**src/rtl/cpu_pkg.sv**
```systemverilog
// Shared CPU types and constants for the program-counter stage.
//   pc_state_t    : PC sequencing states.
//   next_pc_sel_t : which target source feeds the next PC.
//   PC_INC        : sequential instruction stride.
//   RESET_PC_DEFAULT : default PC after reset.
package cpu_pkg;

  typedef enum logic [1:0] {
    BOOT,
    RUN,
    STALL,
    REDIRECT
  } pc_state_t;

  typedef enum logic [1:0] {
    SEL_SEQ,
    SEL_BR,
    SEL_J,
    SEL_JR
  } next_pc_sel_t;

  localparam logic [31:0] PC_INC           = 32'd4;
  localparam logic [31:0] RESET_PC_DEFAULT = 32'h0000_0000;

endpackage

```
**src/rtl/pc_target_mux.sv**
```systemverilog
// Combinational next-PC target generation and priority select.
// Ports:
//   pc_i          : current PC
//   branch_i, bne_i, zero_i : conditional branch decode and ALU zero flag
//   offset_sl2_i  : sign-extended immediate already shifted left by two
//   jump_i, jump_index_i    : j/jal decode and instr[25:0]
//   jr_i, jr_target_i       : jr decode and rs value
//   pc_plus4_o    : pc_i + 4
//   next_pc_o     : selected target (jr > jump > taken branch > sequential)
//   sel_o         : which source was selected
module pc_target_mux
  import cpu_pkg::*;
(
  input  logic [31:0]  pc_i,
  input  logic         branch_i,
  input  logic         bne_i,
  input  logic         zero_i,
  input  logic [31:0]  offset_sl2_i,
  input  logic         jump_i,
  input  logic [25:0]  jump_index_i,
  input  logic         jr_i,
  input  logic [31:0]  jr_target_i,
  output logic [31:0]  pc_plus4_o,
  output logic [31:0]  next_pc_o,
  output next_pc_sel_t sel_o
);

  logic        taken;
  logic [31:0] br_target;
  logic [31:0] j_target;

  // Additions wrap modulo 2^32 by width truncation.
  assign pc_plus4_o = pc_i + PC_INC;
  assign br_target  = pc_plus4_o + offset_sl2_i;
  assign j_target   = {pc_plus4_o[31:28], jump_index_i, 2'b00};
  assign taken      = branch_i & (zero_i ^ bne_i);

  always_comb begin
    sel_o     = SEL_SEQ;
    next_pc_o = pc_plus4_o;
    if (jr_i) begin
      sel_o     = SEL_JR;
      next_pc_o = jr_target_i;
    end else if (jump_i) begin
      sel_o     = SEL_J;
      next_pc_o = j_target;
    end else if (taken) begin
      sel_o     = SEL_BR;
      next_pc_o = br_target;
    end
  end

endmodule

```
**src/rtl/pc_next_unit.sv**
```systemverilog
// Program-counter stage: holds the PC, selects the next PC and flags redirects.
// Optional feature macro: BRANCH_STATS_EN adds taken_cnt_o / redirect_cnt_o.
// Ports:
//   clk_i, rst_i       : clock, synchronous active-high reset
//   stall_i            : hold PC and state
//   branch_i, bne_i, zero_i, offset_sl2_i : conditional branch inputs
//   jump_i, jump_index_i                  : j/jal inputs
//   jr_i, jr_target_i                     : jr inputs
//   pc_o, pc_plus4_o   : current PC and PC + 4
//   pc_valid_o         : pc_o is fetchable (all states except BOOT)
//   flush_o            : one-cycle bubble on the first cycle after a redirect
//   taken_cnt_o, redirect_cnt_o : saturating statistics (BRANCH_STATS_EN only)
module pc_next_unit
  import cpu_pkg::*;
#(
  parameter logic [31:0] RESET_PC = RESET_PC_DEFAULT,
  parameter int unsigned ADDR_W   = 32
) (
  input  logic              clk_i,
  input  logic              rst_i,
  input  logic              stall_i,
  input  logic              branch_i,
  input  logic              bne_i,
  input  logic              zero_i,
  input  logic [ADDR_W-1:0] offset_sl2_i,
  input  logic              jump_i,
  input  logic [25:0]       jump_index_i,
  input  logic              jr_i,
  input  logic [ADDR_W-1:0] jr_target_i,
`ifdef BRANCH_STATS_EN
  output logic [31:0]       taken_cnt_o,
  output logic [31:0]       redirect_cnt_o,
`endif
  output logic [ADDR_W-1:0] pc_o,
  output logic [ADDR_W-1:0] pc_plus4_o,
  output logic              pc_valid_o,
  output logic              flush_o
);

  pc_state_t    state_q, state_d;
  logic [31:0]  pc_q, pc_d;
  logic [31:0]  next_pc;
  next_pc_sel_t sel;
  logic         advance;

  pc_target_mux u_pc_target_mux (
    .pc_i         (pc_q),
    .branch_i     (branch_i),
    .bne_i        (bne_i),
    .zero_i       (zero_i),
    .offset_sl2_i (offset_sl2_i),
    .jump_i       (jump_i),
    .jump_index_i (jump_index_i),
    .jr_i         (jr_i),
    .jr_target_i  (jr_target_i),
    .pc_plus4_o   (pc_plus4_o),
    .next_pc_o    (next_pc),
    .sel_o        (sel)
  );

  // RUN, STALL-release and REDIRECT all evaluate the decode inputs identically.
  assign advance = (state_q != BOOT) && !stall_i;

  always_comb begin
    state_d = state_q;
    pc_d    = pc_q;
    if (state_q == BOOT) begin
      state_d = RUN;
    end else if (stall_i) begin
      state_d = STALL;
    end else begin
      pc_d    = next_pc;
      state_d = (sel == SEL_SEQ) ? RUN : REDIRECT;
    end
  end

  always_ff @(posedge clk_i) begin
    if (rst_i) begin
      state_q <= BOOT;
      pc_q    <= RESET_PC;
    end else begin
      state_q <= state_d;
      pc_q    <= pc_d;
    end
  end

  assign pc_o       = pc_q;
  assign pc_valid_o = (state_q != BOOT);
  // A stall in REDIRECT moves to STALL, so the pulse never exceeds one cycle.
  assign flush_o    = (state_q == REDIRECT);

`ifdef BRANCH_STATS_EN
  logic [31:0] taken_cnt_q, redirect_cnt_q;

  always_ff @(posedge clk_i) begin
    if (rst_i) begin
      taken_cnt_q    <= '0;
      redirect_cnt_q <= '0;
    end else if (advance) begin
      if (sel == SEL_BR && taken_cnt_q != 32'hFFFF_FFFF) begin
        taken_cnt_q <= taken_cnt_q + 32'd1;
      end
      if (sel != SEL_SEQ && redirect_cnt_q != 32'hFFFF_FFFF) begin
        redirect_cnt_q <= redirect_cnt_q + 32'd1;
      end
    end
  end

  assign taken_cnt_o    = taken_cnt_q;
  assign redirect_cnt_o = redirect_cnt_q;
`endif

endmodule

```
**config.mk**
```make
export PLATFORM = sky130hd
export DESIGN_NAME = pc_next_unit
export DESIGN_NICKNAME = d
export VERILOG_FILES = /design/src/rtl/cpu_pkg.sv /design/src/rtl/pc_target_mux.sv /design/src/rtl/pc_next_unit.sv
export SDC_FILE = /design/constraint.sdc
export NUM_CORES = 1
export LEC_CHECK = 0
export BUFFER_PORTS_ARGS = -buffer_cell sky130_fd_sc_hd__buf_2
export CORE_MARGIN = 5
export CORE_UTILIZATION = 52
export DETAILED_ROUTE_END_ITERATION = 16
export GPL_ROUTABILITY_DRIVEN = 0
export PLACE_DENSITY_LB_ADDON = 0.3
export SLEW_MARGIN = 10
export SYNTH_ARGS = -nofsm -noshare
export SYNTH_HDL_FRONTEND = slang
export SYNTH_HIERARCHICAL = 1
export SYNTH_SLANG_ARGS = --single-unit
```
**constraint.sdc**
```tcl
create_clock -name clk_i -period 3.89 [get_ports clk_i]
set_input_delay 0.5835 -clock clk_i [delete_from_list [all_inputs] [get_ports clk_i]]
set_output_delay 0.5835 -clock clk_i [all_outputs]
set_load 0.01 [all_outputs]
```
* After elaboration in Yosys (flattened, before gate mapping) *
Index checks and enable logic that the tools add are counted.
Widths: inputs -> output; s select.

operators by class
  add/subtract/negate cells = 2
  reductions and logical operators = 5
  mux-type cells = 9
  equality and inequality tests = 1
  bitwise gates (word level) = 4

operators by type and width
  kind                   count
  $mux 32                3
  $add 32x3->32 const B  1
  $add 32x32->32         1
  $mux 2                 4
  $logic_not 2->1        2
  $eq 2x2->1 const B     1
  $mux 1                 2
  $not 1->1              2
  $reduce_and 2->1       1
  $reduce_bool 2->1      1
  $reduce_or 2->1        1
  $and 1x1->1            1
  $xor 1x1->1            1

word-level totals
  bits of input ports = 98
  logic and storage cells = 24
  register bits after elaboration = 34
  output and inout port bits = 66

* Longest topological paths before layout *
  depth after elaboration = 9
  depth in mapped cells = 17
  gate-level depth less buffers = 16

* Cells and area by module *
The synthesis kept the hierarchy.

by module, submodules not included
  module         times used  seq. area each (um^2)  cells an instance  area each (um^2)
  pc_target_mux  1           0.0                    482                3198.1
  pc_next_unit   1           680.7                  148                1540.2

* Worst setup path after synthesis *
Ideal clock, no wire load.

  path kind = reg-to-reg
  from = register pc_q[2] (netlist: pc_o[2])
  to = register pc_q[31] (netlist: pc_o[31])
  data required time = 3.818 ns
  stages on the path, launching flop included = 18
  setup slack = 0.350 ns
  path buffers = 1
  period minus slack after synthesis = 3.540 ns
  library setup time = 0.072 ns
  data arrival time = 3.468 ns
  cells stage by stage = dfxtp_1 ha_1 nand3_1 nor3b_2 nand2_1 xnor2_1 ha_1 clkbuf_1 a21oi_1 o21a_1 a21boi_1 o221ai_1 a221oi_1 nand2_1 xnor2_1 a21oi_1 nand2b_1 mux2i_1

between the ends
  longest elaborated chain between the ends = 5

RTL lines
  item                      line                 RTL
  from (decl)               pc_next_unit.sv:41   logic [31:0] pc_q, pc_d;
  from (signal assigned)    pc_next_unit.sv:83   pc_q <= pc_d;
  $add 32x3->32             pc_target_mux.sv:33  assign pc_plus4_o = pc_i + PC_INC;
  named net pc_plus4_o[20]  pc_next_unit.sv:35   output logic [ADDR_W-1:0] pc_plus4_o,
  $add 32x32->32            pc_target_mux.sv:34  assign br_target = pc_plus4_o + offset_sl2_i;
  $mux 32                   pc_target_mux.sv:47  end else if (taken) begin
  $mux 32                   pc_target_mux.sv:44  end else if (jump_i) begin
  $mux 32                   pc_target_mux.sv:41  if (jr_i) begin
  named net next_pc[31]     pc_next_unit.sv:42   logic [31:0] next_pc;

The timed path passes the listed nets, and every way through them passes these cells.
A chain may end at the register's enable or synchronous reset.

* Worst setup path after layout *
  from = register pc_q[6] (netlist: pc_o[6])
  to = register pc_q[28] (netlist: pc_o[28])

between the ends
  longest elaborated chain between the ends = 5

RTL lines
  item                   line
  $add 32x3->32 (*)      pc_target_mux.sv:33
  $add 32x32->32         pc_target_mux.sv:34
  $mux 32                pc_target_mux.sv:47
  $mux 32 (*)            pc_target_mux.sv:44
  $mux 32 (*)            pc_target_mux.sv:41
  named net next_pc[28]  pc_next_unit.sv:42

Mark *: on every way through the listed nets, which the timed path passes. The rest lies on a longest branch.

==> impl_metrics.ini <==
[clock_tree]
worstSkewPairLatency_ps = 290
cts_hold_buffers = 0
ctsRootBufferMaster = sky130_fd_sc_hd__clkbuf_8
cts.reportedPaths.clkPinSlew_ps = 80
htree_levels = 2
tritoncts.num_buffers = 5
clock_tree_from_tritoncts = built
clk_path_buf_depth = 2
cts_num_sinks = 34

[sta]
fin_crit_ps = 3790
worst-slew-pin-transition_ps = 1180
final_hold_violation_count = 0
setup-violations-final = 0
max_freq_mhz = 264
report.final.slew_viol_count = 0
setup_tns_ps = 0
maxSlewHeadroom_pct = 21.4
post-route-period-util_pct = 97.4
finClkSkew_ps = 5.53

[floorplanning]
core_region_area_um2 = 8810
floorplan.die.width_um = 105
std_cell_rows = 34
floorplan.die_area_um2 = 11100
top_level_ports = 164
initial_core_util_pct = 53.8
chipHeight_um = 105

[placed_design]
dpl-instance-area_um2 = 5670
dp_hpwl_um = 14000
io_buffers = 163

[synth]
number_of_enable_type_register_cells_in_the_synthesized_netlist = 0
syn-instance-count = 630
yosys.area.top_type_share_pct = 14.4
synth_warn = 6
ys_seq_area_share_pct = 14.4
mappedNetlistArea_um2 = 4740
unique_masters_post_synth = 68
yosys-top-cells-area = sky130_fd_sc_hd__dfxtp_1 14%, sky130_fd_sc_hd__ha_1 10%, sky130_fd_sc_hd__nand2b_1 8.4%
yosys.area.top_type = sky130_fd_sc_hd__dfxtp_1
synth_common_cells = 64 x sky130_fd_sc_hd__nand2b_1, 62 x sky130_fd_sc_hd__nand2_1, 43 x sky130_fd_sc_hd__a21oi_1, 41 x sky130_fd_sc_hd__nor2_1, 39 x sky130_fd_sc_hd__ha_1
synthMostInstantiatedCell = sky130_fd_sc_hd__nand2b_1
syn-num-nets = 768
async_set_or_reset_register_ratio_after_synthesis_pct = 0
avgSynthCellArea_um2 = 7.52
synthFlopType = sky130_fd_sc_hd__dfxtp_1
yosys_register_bits = 34

[pwr]
power.leakage_uw = 0.00286
p_per_area_nw_per_um2 = 245
worst_ir_drop_vdd_uv = 245

[critical_path]
timing.critical_path.fanout_max = 6
timing.critical_path.slowest_cell_delay_ps = 470
critPathArrivalTime_ps = 3930
worstSetupEndpointType = register
critical_path.cell_chain = and4_1 > nand3_1 > nor2_1 > xor2_1 > ha_1 > a211oi_1 > a22oi_1 > nand4_1 > a21bo_2 > or4_1 > nand3_1 > xnor2_1 > o21ai_1 > nand2b_1 > mux2i_1
worst_r2r_path_depth = 15
required_ps = 4030
cpMaxStageDelayCell = sky130_fd_sc_hd__or4_1
worstSetupStartpointType = register
timing.setup.critical_path_class = reg2reg
cpMostUsedCell = sky130_fd_sc_hd__nand3_1

[drt]
drtAntennaViolNets = 0
drt_iter0_markers = 829
vias_per_cell = 6.35
detail_route.first_pass.iterations = 6
routed-via-count = 5731
drt-wirelength-per-cell_um = 19.6
totalWireLength_um = 17700
drc = 0

[grt]
grt_overflow_total = 0
antenna_found_initial = 1
grt_max_degree = 67
first_global_vias = 5273
wire_length_of_the_first_global_routing_pass_um = 26600
global_route.usage.total_pct = 29.6

[cells_and_area]
flow.area_growth_from_synthesis_pct = 24.8
area_of_combinational_cells_with_multiple_inputs_um2 = 3910
postLayoutCellArea_um2 = 5910
drive_gt1_share_pct = 30.3
fill_cells = 756
finalNetCount = 929
sequential_cell_area_um2 = 689

[min_path]
worst_hold_path_cell_count = 2
hold_path.class = in2reg

[run_status]
status = finished, final reports clean

[run]
reported_max_cap_violation_count = 0
-- timing repair --
action / 4_1_cts / 5_1_grt
gates resized for setup: 0 / 31
buffers inserted: 0 / 2
setup endpoints to repair: 0 / 8
-- routing by layer --
layer	global-route usage [%]	routed length [µm]
met5	0	0
met4	10.6	635
met3	5.93	2200
met2	46.0	7890
met1	40.5	6970
-- state kept, by name, indices dropped and copies added, names as in the netlist --
| name | flops |
|---|---|
| state_q | 2 |
| pc_o | 32 |
-- cell usage in the layout (no fill, tap or decap), types with 3 or more instances in the layout --
cell | Yosys | routed
sky130_fd_sc_hd__a211oi_1 | 10 | 10
sky130_fd_sc_hd__and3_1 | 7 | 7
sky130_fd_sc_hd__buf_4 | 2 | 25
sky130_fd_sc_hd__nand2_1 | 62 | 62
sky130_fd_sc_hd__a221oi_1 | 4 | 4
sky130_fd_sc_hd__ha_1 | 39 | 34
sky130_fd_sc_hd__o21ai_1 | 5 | 6
sky130_fd_sc_hd__nand4_1 | 12 | 12
sky130_fd_sc_hd__nor3_1 | 9 | 8
sky130_fd_sc_hd__a31oi_1 | 6 | 5
sky130_fd_sc_hd__buf_2 | 4 | 163
sky130_fd_sc_hd__xnor2_1 | 33 | 27
sky130_fd_sc_hd__o31ai_1 | 6 | 6
sky130_fd_sc_hd__dfxtp_2 | 0 | 7
sky130_fd_sc_hd__xnor2_2 | 2 | 8
sky130_fd_sc_hd__o21a_1 | 9 | 9
sky130_fd_sc_hd__nor2_1 | 41 | 40
sky130_fd_sc_hd__clkbuf_8 | 0 | 6
sky130_fd_sc_hd__a22oi_1 | 5 | 5
sky130_fd_sc_hd__o22ai_1 | 15 | 15
sky130_fd_sc_hd__and4_1 | 4 | 4
sky130_fd_sc_hd__nand3_1 | 24 | 24
sky130_fd_sc_hd__inv_1 | 19 | 19
sky130_fd_sc_hd__nand2b_1 | 64 | 64
sky130_fd_sc_hd__mux2i_1 | 37 | 37
sky130_fd_sc_hd__a21oi_1 | 43 | 42
sky130_fd_sc_hd__o211ai_1 | 3 | 3
sky130_fd_sc_hd__o221ai_1 | 3 | 3
sky130_fd_sc_hd__o21bai_1 | 7 | 7
sky130_fd_sc_hd__xor2_1 | 19 | 17
sky130_fd_sc_hd__a21o_1 | 10 | 10
sky130_fd_sc_hd__ha_2 | 0 | 4
sky130_fd_sc_hd__o21ai_0 | 23 | 21
sky130_fd_sc_hd__dfxtp_1 | 34 | 27
-- power by group --
group / internal, µW / switching [µW]
sequential: 375 / 37.1
combinational: 311 / 429
clock: 146 / 150
-- kinds of logic (layout without fill, tap and decap cells) --
logic type / count (synthesis) / after routing / share of synthesized area, %
fa+ha+maj: 40 / 40 / 10.7
mux: 38 / 38 / 8.05
other cells: 0 / 2 / 0
flops: 34 / 34 / 14.4
buf+inv: 53 / 215 / 5.65
xor+xnor: 54 / 54 / 10.3
simple gates: 238 / 238 / 26.0
compound gates: 173 / 173 / 25.0
-- through the flow --
step                      setup WS [ps]  total power [µW]  hold WS, ps  utilization [%]  std cells
after floorplan                     350               874          512                -        630
after global placement              175              1100          486             64.3        890
after detailed placement           34.5              1110          496             64.3        890
after CTS                          24.5              1400          487             65.5        898
after global routing               -109              1520          502             67.1        902
final                               100              1450          495             67.1        902
-- final timing paths --
kind                            slack [ps]          to      from
worst max-delay path                   100    pc_o[28]   pc_o[6]
worst min-delay path                   500  state_q[0]   stall_i
worst max register to register         100    pc_o[28]   pc_o[6]
worst min register to register         510    pc_o[31]  pc_o[31]
-- worst max-delay path, delay by kind of cell (launching register included) --
kind | cells | cell delay (ps)
xor gates and xnor gates | 2 | 560
muxes | 1 | 70
AOI/OAI and AO/OA | 4 | 790
DFF | 1 | 400
and+or+nand+nor | 7 | 1530
adders and majority gates | 1 | 300
-- cell type report --
cell class,instances,share of cell area [%]
Timing Repair Buffer,188,17.0
Antenna cell,2,0.0846
Inverter,19,1.21
Sequential cell,34,11.7
Tap cell,108,2.29
Clock inverter,2,0.275
Clock buffer,6,1.40
Multi-Input combinational cell,543,66.1
Note: power is estimated with default switching activity, not from simulation.
